[src/rtl/booth_disp_pkg.sv]
// Shared constants, FSM state type and the seven-segment encoder for the
// Booth product display path.
package booth_disp_pkg;

  localparam int N_DIGITS = 8;
  localparam int N_BCD    = 5;
  localparam int BIN_W    = 16;
  localparam int BCD_W    = 4 * N_BCD;

  // Segment codes, active-low, bit order {g,f,e,d,c,b,a}
  localparam logic [6:0] SEG_0     = 7'b1000000;
  localparam logic [6:0] SEG_1     = 7'b1111001;
  localparam logic [6:0] SEG_2     = 7'b0100100;
  localparam logic [6:0] SEG_3     = 7'b0110000;
  localparam logic [6:0] SEG_4     = 7'b0011001;
  localparam logic [6:0] SEG_5     = 7'b0010010;
  localparam logic [6:0] SEG_6     = 7'b0000010;
  localparam logic [6:0] SEG_7     = 7'b1111000;
  localparam logic [6:0] SEG_8     = 7'b0000000;
  localparam logic [6:0] SEG_9     = 7'b0010000;
  localparam logic [6:0] SEG_MINUS = 7'b0111111;
  localparam logic [6:0] SEG_BLANK = 7'b1111111;

  typedef enum logic {
    IDLE = 1'b0,
    CONV = 1'b1
  } state_t;

  // BCD nibble to segment pattern; non-decimal nibbles render blank.
  function automatic logic [6:0] seg_of(input logic [3:0] d);
    logic [6:0] s;
    case (d)
      4'd0:    s = SEG_0;
      4'd1:    s = SEG_1;
      4'd2:    s = SEG_2;
      4'd3:    s = SEG_3;
      4'd4:    s = SEG_4;
      4'd5:    s = SEG_5;
      4'd6:    s = SEG_6;
      4'd7:    s = SEG_7;
      4'd8:    s = SEG_8;
      4'd9:    s = SEG_9;
      default: s = SEG_BLANK;
    endcase
    return s;
  endfunction

endpackage

[src/rtl/booth_display_scan_bin2bcd_seq.sv]
// Sequential double-dabble: converts a 16-bit magnitude to five BCD digits,
// one shift per cycle over 16 cycles.
//
// Handshake: start_i is honoured only while busy_o=0 (state IDLE). busy_o
// stays high from the edge that accepts start_i until the edge performing
// the 16th shift. During that final cycle last_o=1 and bcd_o carries the
// finished result, so a consumer can capture it on the same edge; done_o
// is the registered one-cycle pulse that follows that edge.
module bin2bcd_seq
  import booth_disp_pkg::*;
(
  input  logic               clk,
  input  logic               rst,
  input  logic               start_i,
  input  logic [BIN_W-1:0]   bin_i,
  output logic               busy_o,
  output logic               done_o,
  output logic               last_o,
  output logic [BCD_W-1:0]   bcd_o,
  output state_t             state_o
);

  localparam logic [3:0] ITER_LAST = 4'd15;

  state_t             state_q, state_d;
  logic [3:0]         cnt_q, cnt_d;
  logic [BIN_W-1:0]   bin_q, bin_d;
  logic [BCD_W-1:0]   bcd_q, bcd_d;
  logic               done_q, done_d;

  logic [BCD_W-1:0]   bcd_adj;
  logic [BCD_W-1:0]   bcd_sh;
  logic [BIN_W-1:0]   bin_sh;
  logic               last;

  // Add-3 correction on every nibble >= 5, then shift BCD:binary left by one
  always_comb begin
    bcd_adj = bcd_q;
    for (int i = 0; i < N_BCD; i++) begin
      if (bcd_q[4*i +: 4] >= 4'd5) begin
        bcd_adj[4*i +: 4] = bcd_q[4*i +: 4] + 4'd3;
      end
    end
    bcd_sh = {bcd_adj[BCD_W-2:0], bin_q[BIN_W-1]};
    bin_sh = {bin_q[BIN_W-2:0], 1'b0};
  end

  // Next-state and datapath control
  always_comb begin
    state_d = state_q;
    cnt_d   = cnt_q;
    bin_d   = bin_q;
    bcd_d   = bcd_q;
    done_d  = 1'b0;
    last    = 1'b0;
    case (state_q)
      IDLE: begin
        if (start_i) begin
          bin_d   = bin_i;
          bcd_d   = '0;
          cnt_d   = 4'd0;
          state_d = CONV;
        end
      end
      CONV: begin
        bin_d = bin_sh;
        bcd_d = bcd_sh;
        cnt_d = cnt_q + 4'd1;
        if (cnt_q == ITER_LAST) begin
          last    = 1'b1;
          done_d  = 1'b1;
          state_d = IDLE;
        end
      end
      default: state_d = IDLE;
    endcase
  end

  // State and datapath registers
  always_ff @(posedge clk or posedge rst) begin
    if (rst) begin
      state_q <= IDLE;
      cnt_q   <= 4'd0;
      bin_q   <= '0;
      bcd_q   <= '0;
      done_q  <= 1'b0;
    end else begin
      state_q <= state_d;
      cnt_q   <= cnt_d;
      bin_q   <= bin_d;
      bcd_q   <= bcd_d;
      done_q  <= done_d;
    end
  end

  assign busy_o  = (state_q == CONV);
  assign done_o  = done_q;
  assign last_o  = last;
  assign bcd_o   = bcd_sh;
  assign state_o = state_q;

endmodule

[src/rtl/booth_display_scan.sv]
// Captures a signed/unsigned 16-bit product, converts it to decimal and
// scans it onto an 8-digit active-low multiplexed seven-segment display.
//
// Handshake: load is accepted on a rising edge only while busy=0; loads
// seen while busy=1 are dropped. done pulses for one cycle once the new
// value is in the display registers; the display keeps the previous value
// until then.
module booth_display_scan
  import booth_disp_pkg::*;
#(
  parameter int REFRESH_DIV = 100000,
  parameter int DIV_W       = 17
) (
  input  logic        clk,
  input  logic        rst,
  input  logic        load,
  input  logic [15:0] value,
  input  logic        signed_mode,
  output logic        busy,
  output logic        done,
  output logic [7:0]  an,
  output logic [6:0]  seg,
  output logic        dp,
  output logic        dbg_state
);

  localparam logic [DIV_W-1:0] DIV_LAST = DIV_W'(REFRESH_DIV - 1);

  logic               accept;
  logic               sign_in;
  logic [BIN_W-1:0]   mag_in;

  logic               conv_busy;
  logic               conv_done;
  logic               conv_last;
  logic [BCD_W-1:0]   conv_bcd;
  state_t             conv_state;

  logic               sign_pend_q, sign_pend_d;
  logic [BCD_W-1:0]   disp_bcd_q, disp_bcd_d;
  logic               disp_sign_q, disp_sign_d;
  logic [DIV_W-1:0]   cnt_q, cnt_d;
  logic [2:0]         idx_q, idx_d;
  logic [7:0]         an_q, an_d;
  logic [6:0]         seg_q, seg_d;
  logic [4:1]         lz;

  // Sign/magnitude split of the incoming product
  always_comb begin
    accept  = load & ~conv_busy;
    sign_in = signed_mode & value[15];
    mag_in  = sign_in ? (~value + 16'd1) : value;
  end

  bin2bcd_seq u_bin2bcd (
    .clk     (clk),
    .rst     (rst),
    .start_i (accept),
    .bin_i   (mag_in),
    .busy_o  (conv_busy),
    .done_o  (conv_done),
    .last_o  (conv_last),
    .bcd_o   (conv_bcd),
    .state_o (conv_state)
  );

  // Pending sign and double-buffered display registers
  always_comb begin
    sign_pend_d = accept ? sign_in : sign_pend_q;
    disp_bcd_d  = conv_last ? conv_bcd : disp_bcd_q;
    disp_sign_d = conv_last ? sign_pend_q : disp_sign_q;
  end

  // Refresh counter and digit index; load never disturbs the scan
  always_comb begin
    cnt_d = cnt_q + DIV_W'(1);
    idx_d = idx_q;
    if (cnt_q == DIV_LAST) begin
      cnt_d = '0;
      idx_d = idx_q + 3'd1;
    end
  end

  // Leading-zero blanking: digit k is blank while digits k..4 are all zero
  always_comb begin
    lz[4] = (disp_bcd_q[19:16] == 4'd0);
    lz[3] = lz[4] & (disp_bcd_q[15:12] == 4'd0);
    lz[2] = lz[3] & (disp_bcd_q[11:8] == 4'd0);
    lz[1] = lz[2] & (disp_bcd_q[7:4] == 4'd0);
  end

  // Scan mux: enable and segment pattern for the current digit index
  always_comb begin
    an_d  = ~(8'b1 << idx_q);
    seg_d = SEG_BLANK;
    case (idx_q)
      3'd0:    seg_d = seg_of(disp_bcd_q[3:0]);
      3'd1:    seg_d = lz[1] ? SEG_BLANK : seg_of(disp_bcd_q[7:4]);
      3'd2:    seg_d = lz[2] ? SEG_BLANK : seg_of(disp_bcd_q[11:8]);
      3'd3:    seg_d = lz[3] ? SEG_BLANK : seg_of(disp_bcd_q[15:12]);
      3'd4:    seg_d = lz[4] ? SEG_BLANK : seg_of(disp_bcd_q[19:16]);
      3'd5:    seg_d = disp_sign_q ? SEG_MINUS : SEG_BLANK;
      default: seg_d = SEG_BLANK;
    endcase
  end

  // All top-level state registers
  always_ff @(posedge clk or posedge rst) begin
    if (rst) begin
      sign_pend_q <= 1'b0;
      disp_bcd_q  <= '0;
      disp_sign_q <= 1'b0;
      cnt_q       <= '0;
      idx_q       <= 3'd0;
      an_q        <= 8'hFF;
      seg_q       <= SEG_BLANK;
    end else begin
      sign_pend_q <= sign_pend_d;
      disp_bcd_q  <= disp_bcd_d;
      disp_sign_q <= disp_sign_d;
      cnt_q       <= cnt_d;
      idx_q       <= idx_d;
      an_q        <= an_d;
      seg_q       <= seg_d;
    end
  end

  assign busy      = conv_busy;
  assign done      = conv_done;
  assign an        = an_q;
  assign seg       = seg_q;
  assign dp        = 1'b1;
  assign dbg_state = (conv_state == CONV);

endmodule

[config.mk]
export PLATFORM = sky130hd
export DESIGN_NAME = booth_display_scan
export DESIGN_NICKNAME = d
export VERILOG_FILES = /design/src/rtl/booth_disp_pkg.sv /design/src/rtl/booth_display_scan_bin2bcd_seq.sv /design/src/rtl/booth_display_scan.sv
export SDC_FILE = /design/constraint.sdc
export NUM_CORES = 1
export LEC_CHECK = 0
export CORE_MARGIN = 4
export CORE_UTILIZATION = 25
export CTS_BUF_LIST = sky130_fd_sc_hd__clkbuf_2 sky130_fd_sc_hd__clkbuf_4 sky130_fd_sc_hd__clkbuf_8
export CTS_CLUSTER_SIZE = 10
export DETAILED_ROUTE_END_ITERATION = 16
export GPL_ROUTABILITY_DRIVEN = 1
export PLACE_DENSITY = 0.47
export SLEW_MARGIN = 25
export SYNTH_ARGS = -nofsm -noshare
export SYNTH_HDL_FRONTEND = slang
export SYNTH_SLANG_ARGS = --single-unit
[constraint.sdc]
create_clock -name clk -period 3.48 [get_ports clk]
set_input_delay 0.522 -clock clk [delete_from_list [all_inputs] [get_ports clk]]
set_output_delay 0.522 -clock clk [all_outputs]
set_load 0.01 [all_outputs]
==> summary.txt <==
TritonRoute pass-1 iters -> 5
HPWL after DPL -> 9460 um
CP startpoint -> u_bin2bcd.busy_o$_DFF_PP0_
Crit path max fanout -> 33
Largest net degree at the start of global routing -> 49
Reg2reg start -> idx_q[2]$_DFFE_PP0N_
Final hold vios -> 0
Gpl congestion -> 0.805
Tcrit/Tclk final -> 0.653
Crit path required time -> 2.96 ns
CP Class -> reg -> out
Final setup TNS -> 0 ns
Cells after Synth -> 673
Die footprint -> 26500 um^2
Cell depth of the worst flop-to-flop path -> 7
Reg2reg end -> seg[5]$_DFF_PP1_
Ys flop type -> dfrtp_1
Final std cells w/o fill -> 1019
Row cnt -> 56
Worst Hold Class -> reg -> reg
Clk_lat worst skew -> 0.38 ns
Status -> finished clean
Critical Path Max Stage Delay -> 0.72 ns
Clock tree buffer depth -> 2
CP arrival -> 1.75 ns
Crit path cell chain -> clkdlybuf4s50_1
CP startpoint kind -> flip-flop
Minimum clock period -> 2.27 ns
Layout cell share with drive strength beyond 1 -> 0.0700
Area Overhead vs Synth -> 14.9%
Initial DRC Count -> 174
Synthesized Nets -> 738
Layout Skew -> 0.0135 ns
Vias in the first global route -> 4507
Synth async-reset ratio -> 1.00
Netlist cell types -> 52
Initial Utilization -> 0.254
Post-route cell area -> 6880 um^2
Clock net sink count -> 99
Buf/Inv on CP -> 1
Peak supply drop -> 0.209 mV
Port buffer count -> 37
Grt ovf -> 0
Total core area -> 23500 um^2
Clock slew at reported path FFs -> 0.10 ns
Initial antenna violation count -> 0
Worst hold slack -> 0.481 ns
Top-Level Pins -> 39
Drt drc -> 0
Dpl cells -> 1003
RSZ-0062 raised after global routing -> no
Placed cell areas -> 6670 um^2
Die W -> 163 um
Slew Viols, Final -> 0
Vias/cell -> 4.43
Drt wl/cell -> 12.8 um
MaxCap Viol Count -> 0
Post-synth EDFFs -> 0
Routed vias -> 4519
Final wirelength -> 13000 um
Mean Syn Cell Area -> 8.89 um^2
Post-CTS setup buffers -> 0
Root Driver -> clkbuf_8
# diodes -> 0
CTS Buf Count -> 9
Sequential area share after synthesis -> 0.417
Synth warnings -> 0
CTS Hold Buffers Added -> 0
Slew HR -> 0.513
CTS resizes -> 0
CP Depth -> 1
Worst path slowest cell -> dfrtp_2
DIE HEIGHT -> 163 um
Leakage -> 2.91 nW
Crit. End Element -> output pin
Synthesized area -> 5980 um^2
Nets -> 760
Largest delay share family, worst path -> flip-flops
Tot GR Track Use -> 0.105
Crit path to -> busy
H-tree levels -> 3
Power Density -> 729 nW/um^2
Worst-Margin Slew -> 0.728 ns
#FFs+latches synth -> 99
Worst reg2reg setup slack -> 1.25 ns
CTS tree -> built
Final ANT Viol Nets -> 0
Max Clock Freq -> 440 MHz
First-pass GRT wire length -> 22900 um
Final setup fails -> 0
## state kept, by name, summed over array words and instances, names as in the netlist
signal	flops
an	8
cnt_q	17
disp_bcd_q	20
disp_sign_q	1
idx_q	3
seg	7
sign_pend_q	1
u_bin2bcd.bcd_q	20
u_bin2bcd.bin_q	16
u_bin2bcd.busy_o	1
u_bin2bcd.cnt_q	4
u_bin2bcd.done_o	1
## layer usage
layer  routed length (um)  vias up  share of wire  track usage
met5                    0        -              0            0
met4                  240        0          0.018       0.0320
met3                  566       19          0.043       0.0256
met2                 5390       91           0.41        0.153
met1                 6820     2054           0.52        0.153
li1                     -     2355              -            -
## Yosys cell counts, drive strengths merged (3+ instances only)
cell type  count  area, um^2
nand2b        28         175
o21ai         75         375
mux2i         13         130
o221ai         3        26.3
nand4          8        50.1
or2            3        18.8
nand2         77         289
inv           42         158
o22ai          5        31.3
and2           7        43.8
xnor2         23         201
a21oi         55         275
o211ai         3        22.5
o31ai         14         105
nand3         14        70.1
buf            5        38.8
nor3b         17         128
nor3           8        40.0
dfstp         15         394
a21o           3        22.5
nor2          42         158
ha            45         563
xor2          13         114
dfrtp         84        2100
nor4b          3        32.5
a22o           5        43.8
clkbuf        26        97.6
a31oi          4        25.0
a31o           4        35.0
a211oi         4        30.0
nor2b          6        37.5
## where the power goes
part / switching (W) / total, W / internal, W
Sequential: 0.000409 / 0.00194 / 0.00153
Clock: 0.000423 / 0.000787 / 0.000363
Combinational: 0.00126 / 0.00229 / 0.00102
## cell type report
class,count,area (um^2)
Fill cell,2558,16700
Multi-Input combinational cell,501,3190
Sequential cell,99,2500
Timing Repair Buffer,42,420
Tap cell,319,399
Inverter,42,160
Clock buffer,11,145
Clock inverter,5,60.1
## layout by cell type (no fill, tap or decap), types with 14 or more instances in the layout
cell             instances
clkdlybuf4s50_1         37
o21ai_0                 74
dfrtp_1                 83
o31ai_1                 14
nor2_1                  42
nand2b_1                28
inv_1                   41
xnor2_1                 23
dfstp_2                 15
nor3b_1                 17
ha_1                    45
nand2_1                 77
nand3_1                 14
a21oi_1                 55
## per-stage QoR
step	utilization	total power [W]	setup slack, ns
floorplan	-	0.00362	0.392
global placement	0.283	0.00428	0.952
detailed placement	0.283	0.00427	0.965
CTS	0.292	0.00509	1.17
global route	0.292	0.00556	0.970
finish	0.292	0.00502	1.21
## worst min-delay path by stage
stage / endpoint / startpoint / cells past startpoint
global placement: u_bin2bcd.bin_q[7]$_DFFE_PP0P_ / u_bin2bcd.bin_q[6]$_DFFE_PP0P_ / 2
CTS: cnt_q[4]$_DFF_PP0_ / cnt_q[4]$_DFF_PP0_ / 1
floorplan: disp_sign_q$_DFFE_PP0P_ / sign_pend_q$_DFFE_PP0P_ / 2
detailed placement: cnt_q[4]$_DFF_PP0_ / cnt_q[4]$_DFF_PP0_ / 1
global route: cnt_q[0]$_DFF_PP0_ / cnt_q[0]$_DFF_PP0_ / 1
finish: cnt_q[4]$_DFF_PP0_ / cnt_q[4]$_DFF_PP0_ / 1
## logic make-up after synthesis
group / after synthesis / synth area share
other: 1 / 0.000627
AND/OR/NAND/NOR: 223 / 0.187
AO/OA/AOI/OAI: 182 / 0.176
multiplexers: 14 / 0.0236
flip-flops: 99 / 0.417
XOR/XNOR: 36 / 0.0527
buffers and inverters: 73 / 0.0491
adder cells (fa/ha/maj): 45 / 0.0941
No activity file was read; power rests on OpenSTA's default activity.
